==> config.mk <==
export PLATFORM = sky130hd
export DESIGN_NAME = axis_frame_fifo_8
export DESIGN_NICKNAME = d
export VERILOG_FILES = /design/src/rtl/axis_frame_fifo_8.sv
export SDC_FILE = /design/constraint.sdc
export NUM_CORES = 1
export LEC_CHECK = 0
export CAP_MARGIN = 20
export CORE_MARGIN = 2
export CORE_UTILIZATION = 54
export CTS_BUF_LIST = sky130_fd_sc_hd__clkbuf_16
export DETAILED_ROUTE_END_ITERATION = 8
export PLACE_DENSITY = 0.76
export REMOVE_ABC_BUFFERS = 1
export SYNTH_ARGS = -nofsm -noshare
export SYNTH_HDL_FRONTEND = slang
export SYNTH_SLANG_ARGS = --single-unit
==> constraint.sdc <==
create_clock -name clk -period 3.55 [get_ports clk]
set_input_delay 0.5325 -clock clk [delete_from_list [all_inputs] [get_ports clk]]
set_output_delay 0.5325 -clock clk [all_outputs]
set_load 0.03 [all_outputs]
==> src/rtl/axis_frame_fifo_8.sv <==
// Store-and-forward frame FIFO for an 8-bit AXI stream: frames are released only
// after their tlast beat is committed; bad (tuser) and oversize frames are dropped.
module axis_frame_fifo_8 #(
    parameter int DATA_WIDTH = 8,
    parameter int ADDR_WIDTH = 4
) (
    input  logic                  clk,
    input  logic                  rst,
    input  logic [DATA_WIDTH-1:0] input_axis_tdata,
    input  logic                  input_axis_tvalid,
    output logic                  input_axis_tready,
    input  logic                  input_axis_tlast,
    input  logic                  input_axis_tuser,
    output logic [DATA_WIDTH-1:0] output_axis_tdata,
    output logic                  output_axis_tvalid,
    input  logic                  output_axis_tready,
    output logic                  output_axis_tlast,
    output logic                  overflow,
    output logic                  bad_frame,
    output logic                  good_frame
);
    localparam int DEPTH = 1 << ADDR_WIDTH;

    typedef logic [ADDR_WIDTH:0] ptr_t;
    localparam ptr_t DEPTH_PTR = ptr_t'(DEPTH);

    ptr_t wr_ptr;
    ptr_t wr_ptr_cur;
    ptr_t rd_ptr;
    logic drop_frame;

    logic [DATA_WIDTH:0] mem [DEPTH];

    ptr_t cur_used;
    ptr_t frame_used;
    logic empty;
    logic full_cur;
    logic full_wr;
    logic in_fire;
    logic wr_en;
    logic rd_en;

    assign cur_used   = wr_ptr_cur - rd_ptr;
    assign frame_used = wr_ptr_cur - wr_ptr;
    assign empty      = (rd_ptr == wr_ptr);
    assign full_cur   = (cur_used == DEPTH_PTR);
    assign full_wr    = (frame_used == DEPTH_PTR);

    // A frame that alone fills the RAM keeps ready high so it can be drained and dropped.
    assign input_axis_tready = !full_cur || full_wr || drop_frame;
    assign in_fire           = input_axis_tvalid && input_axis_tready;
    assign wr_en             = in_fire && !drop_frame && !full_wr;
    assign rd_en             = !empty && (!output_axis_tvalid || output_axis_tready);

    // NOTE: the RAM has no reset; pointers alone define which entries are valid.
    always_ff @(posedge clk) begin
        if (wr_en) begin
            mem[wr_ptr_cur[ADDR_WIDTH-1:0]] <= {input_axis_tlast, input_axis_tdata};
        end
    end

    // NOTE: all state here uses non-blocking assignments so every read sees pre-edge values.
    always_ff @(posedge clk) begin
        if (rst) begin
            wr_ptr     <= '0;
            wr_ptr_cur <= '0;
            drop_frame <= 1'b0;
            overflow   <= 1'b0;
            bad_frame  <= 1'b0;
            good_frame <= 1'b0;
        end else begin
            overflow   <= 1'b0;
            bad_frame  <= 1'b0;
            good_frame <= 1'b0;
            if (in_fire) begin
                if (drop_frame) begin
                    if (input_axis_tlast) begin
                        drop_frame <= 1'b0;
                        overflow   <= 1'b1;
                    end
                end else if (full_wr) begin
                    wr_ptr_cur <= wr_ptr;
                    if (input_axis_tlast) begin
                        overflow <= 1'b1;
                    end else begin
                        drop_frame <= 1'b1;
                    end
                end else if (input_axis_tlast && input_axis_tuser) begin
                    wr_ptr_cur <= wr_ptr;
                    bad_frame  <= 1'b1;
                end else begin
                    wr_ptr_cur <= wr_ptr_cur + 1'b1;
                    if (input_axis_tlast) begin
                        wr_ptr     <= wr_ptr_cur + 1'b1;
                        good_frame <= 1'b1;
                    end
                end
            end
        end
    end

    // Single registered output stage; it only sees committed data through wr_ptr.
    always_ff @(posedge clk) begin
        if (rst) begin
            rd_ptr             <= '0;
            output_axis_tvalid <= 1'b0;
            output_axis_tdata  <= '0;
            output_axis_tlast  <= 1'b0;
        end else if (rd_en) begin
            {output_axis_tlast, output_axis_tdata} <= mem[rd_ptr[ADDR_WIDTH-1:0]];
            rd_ptr             <= rd_ptr + 1'b1;
            output_axis_tvalid <= 1'b1;
        end else if (output_axis_tready) begin
            output_axis_tvalid <= 1'b0;
        end
    end

endmodule

==> run_results.csv <==
group,metric,value,unit
grt,gr-total-overflow,0,
synth,yosysUniqueCellTypes,47,
sta,min_period,3.37,ns
cells_and_area,antenna_cells,0,
clock_network,root_buffer,"clkbuf_16",
critical_path,r2r_slack,0.25,ns
critical_path,crit_required,3.02,ns
detailed_routing,dr.pass1.iters,5,
job,drv_cap,0,
hold_path,hold_class,"reg -> reg",
clock_network,ctsResizeCount,0,
pwr,p_int,4300,uW
clock_network,hold_buffers,0,
pwr,switchingPower,2080,uW
synth,synthTopCellsByArea,"edfxtp_1 60%, mux4_2 14%, dfxtp_1 8.1%",
sta,slew_violations,0,
synth,async_reset_ff_frac,0,
clock_network,cts.sinks,173,
synth,synth_top_area_share,0.600,
placed_design,dp_hpwl,9660,um
sta,fmax,0.297,GHz
run_status,status,"finished, final reports clean",
floorplanning,die_h,120,um
hold_path,hold_start,"output_axis_tdata[0]$_SDFFE_PP0P_",
detailed_routing,wirelength_met1,6210,um
synth,synth_edf_count,144,
detailed_routing,drt_first_iter_violations,459,
detailed_routing,vias,3836,
cells_and_area,layout-drive-gt1-share,0.204,
floorplanning,chipWidth,120,um
synth,ys.warnings.count,0,
cells_and_area,layout.cells.non_filler,631,
cells_and_area,stdcell_area,0.00822,mm2
synth,yosys_register_bits,173,
detailed_routing,wl_met2,7370,um
detailed_routing,drc,0,
critical_path,crit_path_start_kind,"register",
clock_network,postCtsSetupBuffers,0,
grt,first_global_vias,3949,
grt,grt_pass1_wl,23200,um
critical_path,rr_endpoint,"mem[7][3]$_DFFE_PP_",
synth,seq_area_frac_synth,0.680,
detailed_routing,routed_via_density,6.08,
placed_design,gp_congestion,0.886,
cells_and_area,area_delta_synth_final,14.0,%
detailed_routing,top_layer_used,"met4",
clock_network,cts_tree,"done",
clock_network,clock_latency,0.43,ns
clock_network,cts_made_buffers,17,
detailed_routing,drt-wirelength-per-cell,23.5,um
sta,finalSetupViolCount,0,
cells_and_area,nFillCells,943,
sta,rsz0062_at_grt,"no",
grt,grt_max_degree,41,
pwr,p_leak,0.00274,uW
critical_path,crit_type,"reg -> out",
pwr,total_power,6380,uW
pwr,p_comb_frac,0.342,
sta,hold_viol_final,0,
synth,avgSynthCellArea,17.8,um2
hold_path,hold_end,"output_axis_tdata[0]$_SDFFE_PP0P_",
floorplanning,core,0.0131,mm2
synth,yosys.area.top_type,"edfxtp_1",
critical_path,rr_worst_depth,7,
sta,worst_pin_slew,0.868,ns
floorplanning,start_util,0.549,
detailed_routing,detail-route-antenna-nets,0,
pwr,power_frac_seq,0.395,
pwr,p_sw_frac,0.325,
sta,skew,0.0104,ns
clock_network,path_clk_slew,0.06,ns
cells_and_area,utilization,0.626,
floorplanning,ios,28,
pwr,ir_drop,0.405,mV
critical_path,crit_arrival,2.83,ns
sta,slew_headroom,0.420,
grt,groute.usage.overall,0.227,
detailed_routing,wl_met3,945,um
critical_path,reg2reg_from,"wr_ptr_cur[2]$_SDFFE_PP0P_",
floorplanning,fp-row-count,42,
placed_design,dp_cells,599,
clock_network,htreeDepth,4,
floorplanning,fp.dieArea,0.0143,mm2
detailed_routing,wirelength,14900,um
pwr,clock_power_share,0.263,
clock_network,clk_path_buf_depth,2,
critical_path,path_max_fanout,10,
synth,synthesis.area,0.00721,mm2
hold_path,min_path_cells,2,
placed_design,port_buffers,27,
synth,synth_top_flop_cell,"edfxtp_1",
grt,grt_antenna_before_repair,0,
placed_design,placed_cell_area,0.00769,mm2
critical_path,end_kind,"primary output",
synth,netlist_instances,404,
sta,finalHoldWorstSlack,0.499,ns
pwr,power_density,776,mW/mm2
cells_and_area,nets,469,
sta,finalCritPeriodShare,0.948,
==> area by class of cell <==
class | instances | area (um2) | share of cell area
well taps | 176 | 220 | 0.0268
multi-input cells | 202 | 2180 | 0.265
flip-flops and latches | 173 | 4910 | 0.597
clock inverters | 15 | 108 | 0.0131
clock buffers | 17 | 425 | 0.0518
repair buffers | 36 | 338 | 0.0411
inverters | 12 | 45.0 | 0.00548
==> worst max-delay path, stage by stage, from the launching register on <==
cell,delay [ns]
dfxtp_1,0.53
ha_1,0.33
a21oi_1,0.23
a21boi_2,0.14
or3_1,0.38
nand4_1,0.11
clkdlybuf4s50_1,0.68
==> Yosys cell counts (2+ instances only) <==
cell type,count
xor2_1,6
clkbuf_1,7
nor2_1,22
mux2i_1,13
nor3_1,4
and3_1,16
a21oi_1,7
o31ai_1,3
xnor2_1,10
nor4_1,2
nand2b_1,4
mux4_2,45
edfxtp_1,144
ha_1,13
nand2_1,10
buf_1,5
o32ai_1,3
a211oi_2,3
nand3_1,6
o211ai_1,2
dfxtp_1,29
buf_4,3
o41ai_4,2
a31oi_1,3
nand4_1,4
o21ai_0,2
o21a_1,2
inv_1,11
nor2b_1,5
==> stage by stage <==
step | setup WS (ns) | TNS (ns)
6_report | 0.184 | 0
3_3_place_gp | 0.553 | 0
2_1_floorplan | -0.535 | -57.11
3_5_place_dp | 0.330 | 0
5_1_grt | 0.0414 | 0
4_1_cts | 0.190 | 0
==> sequential cells by signal, indices dropped and copies added (netlist names) <==
name	count
output_axis_tvalid	1
output_axis_tdata	8
rd_ptr	5
wr_ptr_cur	5
output_axis_tlast	1
overflow	1
bad_frame	1
drop_frame	1
mem	144
good_frame	1
wr_ptr	5
==> logic make-up after synthesis <==
group / share of synthesized area
AOI/OAI and AO/OA: 0.0434
xor gates and xnor gates: 0.0194
adders and majority gates: 0.0226
buffers and inverters: 0.0179
DFF: 0.680
muxes: 0.159
and+or+nand+nor: 0.0580
==> power by group through the flow <==
stage / clock (uW) / combinational, uW / sequential [uW]
final: 1680 / 2180 / 2520
after floorplan: 0 / 1330 / 2710
after detailed placement: 0 / 2150 / 2560
after global routing: 1780 / 2340 / 2540
after CTS: 1700 / 2190 / 2520
after global placement: 0 / 2100 / 2560
==> cell usage in the layout, fill, tap and decap left out, types with 13 or more instances in the layout <==
master / count
inv_1: 13
ha_1: 13
nor2_1: 22
clkdlybuf4s50_1: 27
edfxtp_1: 144
mux4_2: 45
mux2i_1: 13
clkbuf_16: 17
dfxtp_1: 27
and3_1: 16
==> how the worst max path moves through the flow <==
stage / startpoint / endpoint / slack (ns) / depth (start not counted)
floorplan: rd_ptr[0]$_SDFFE_PP0P_ / mem[15][0]$_DFFE_PP_ / -0.54 / 6
global placement: wr_ptr_cur[2]$_SDFFE_PP0P_ / mem[5][4]$_DFFE_PP_ / 0.55 / 7
detailed placement: wr_ptr_cur[2]$_SDFFE_PP0P_ / mem[5][3]$_DFFE_PP_ / 0.33 / 7
CTS: wr_ptr_cur[2]$_SDFFE_PP0P_ / input_axis_tready / 0.19 / 6
global route: wr_ptr_cur[2]$_SDFFE_PP0P_ / input_axis_tready / 0.04 / 6
finish: wr_ptr_cur[2]$_SDFFE_PP0P_ / input_axis_tready / 0.18 / 6
==> layer usage <==
metal	track usage	vias up
met5	0	-
met4	0.0831	0
met3	0.0485	27
met2	0.361	143
met1	0.316	1971
li1	-	1695
No activity file was read; power rests on OpenSTA's default activity.
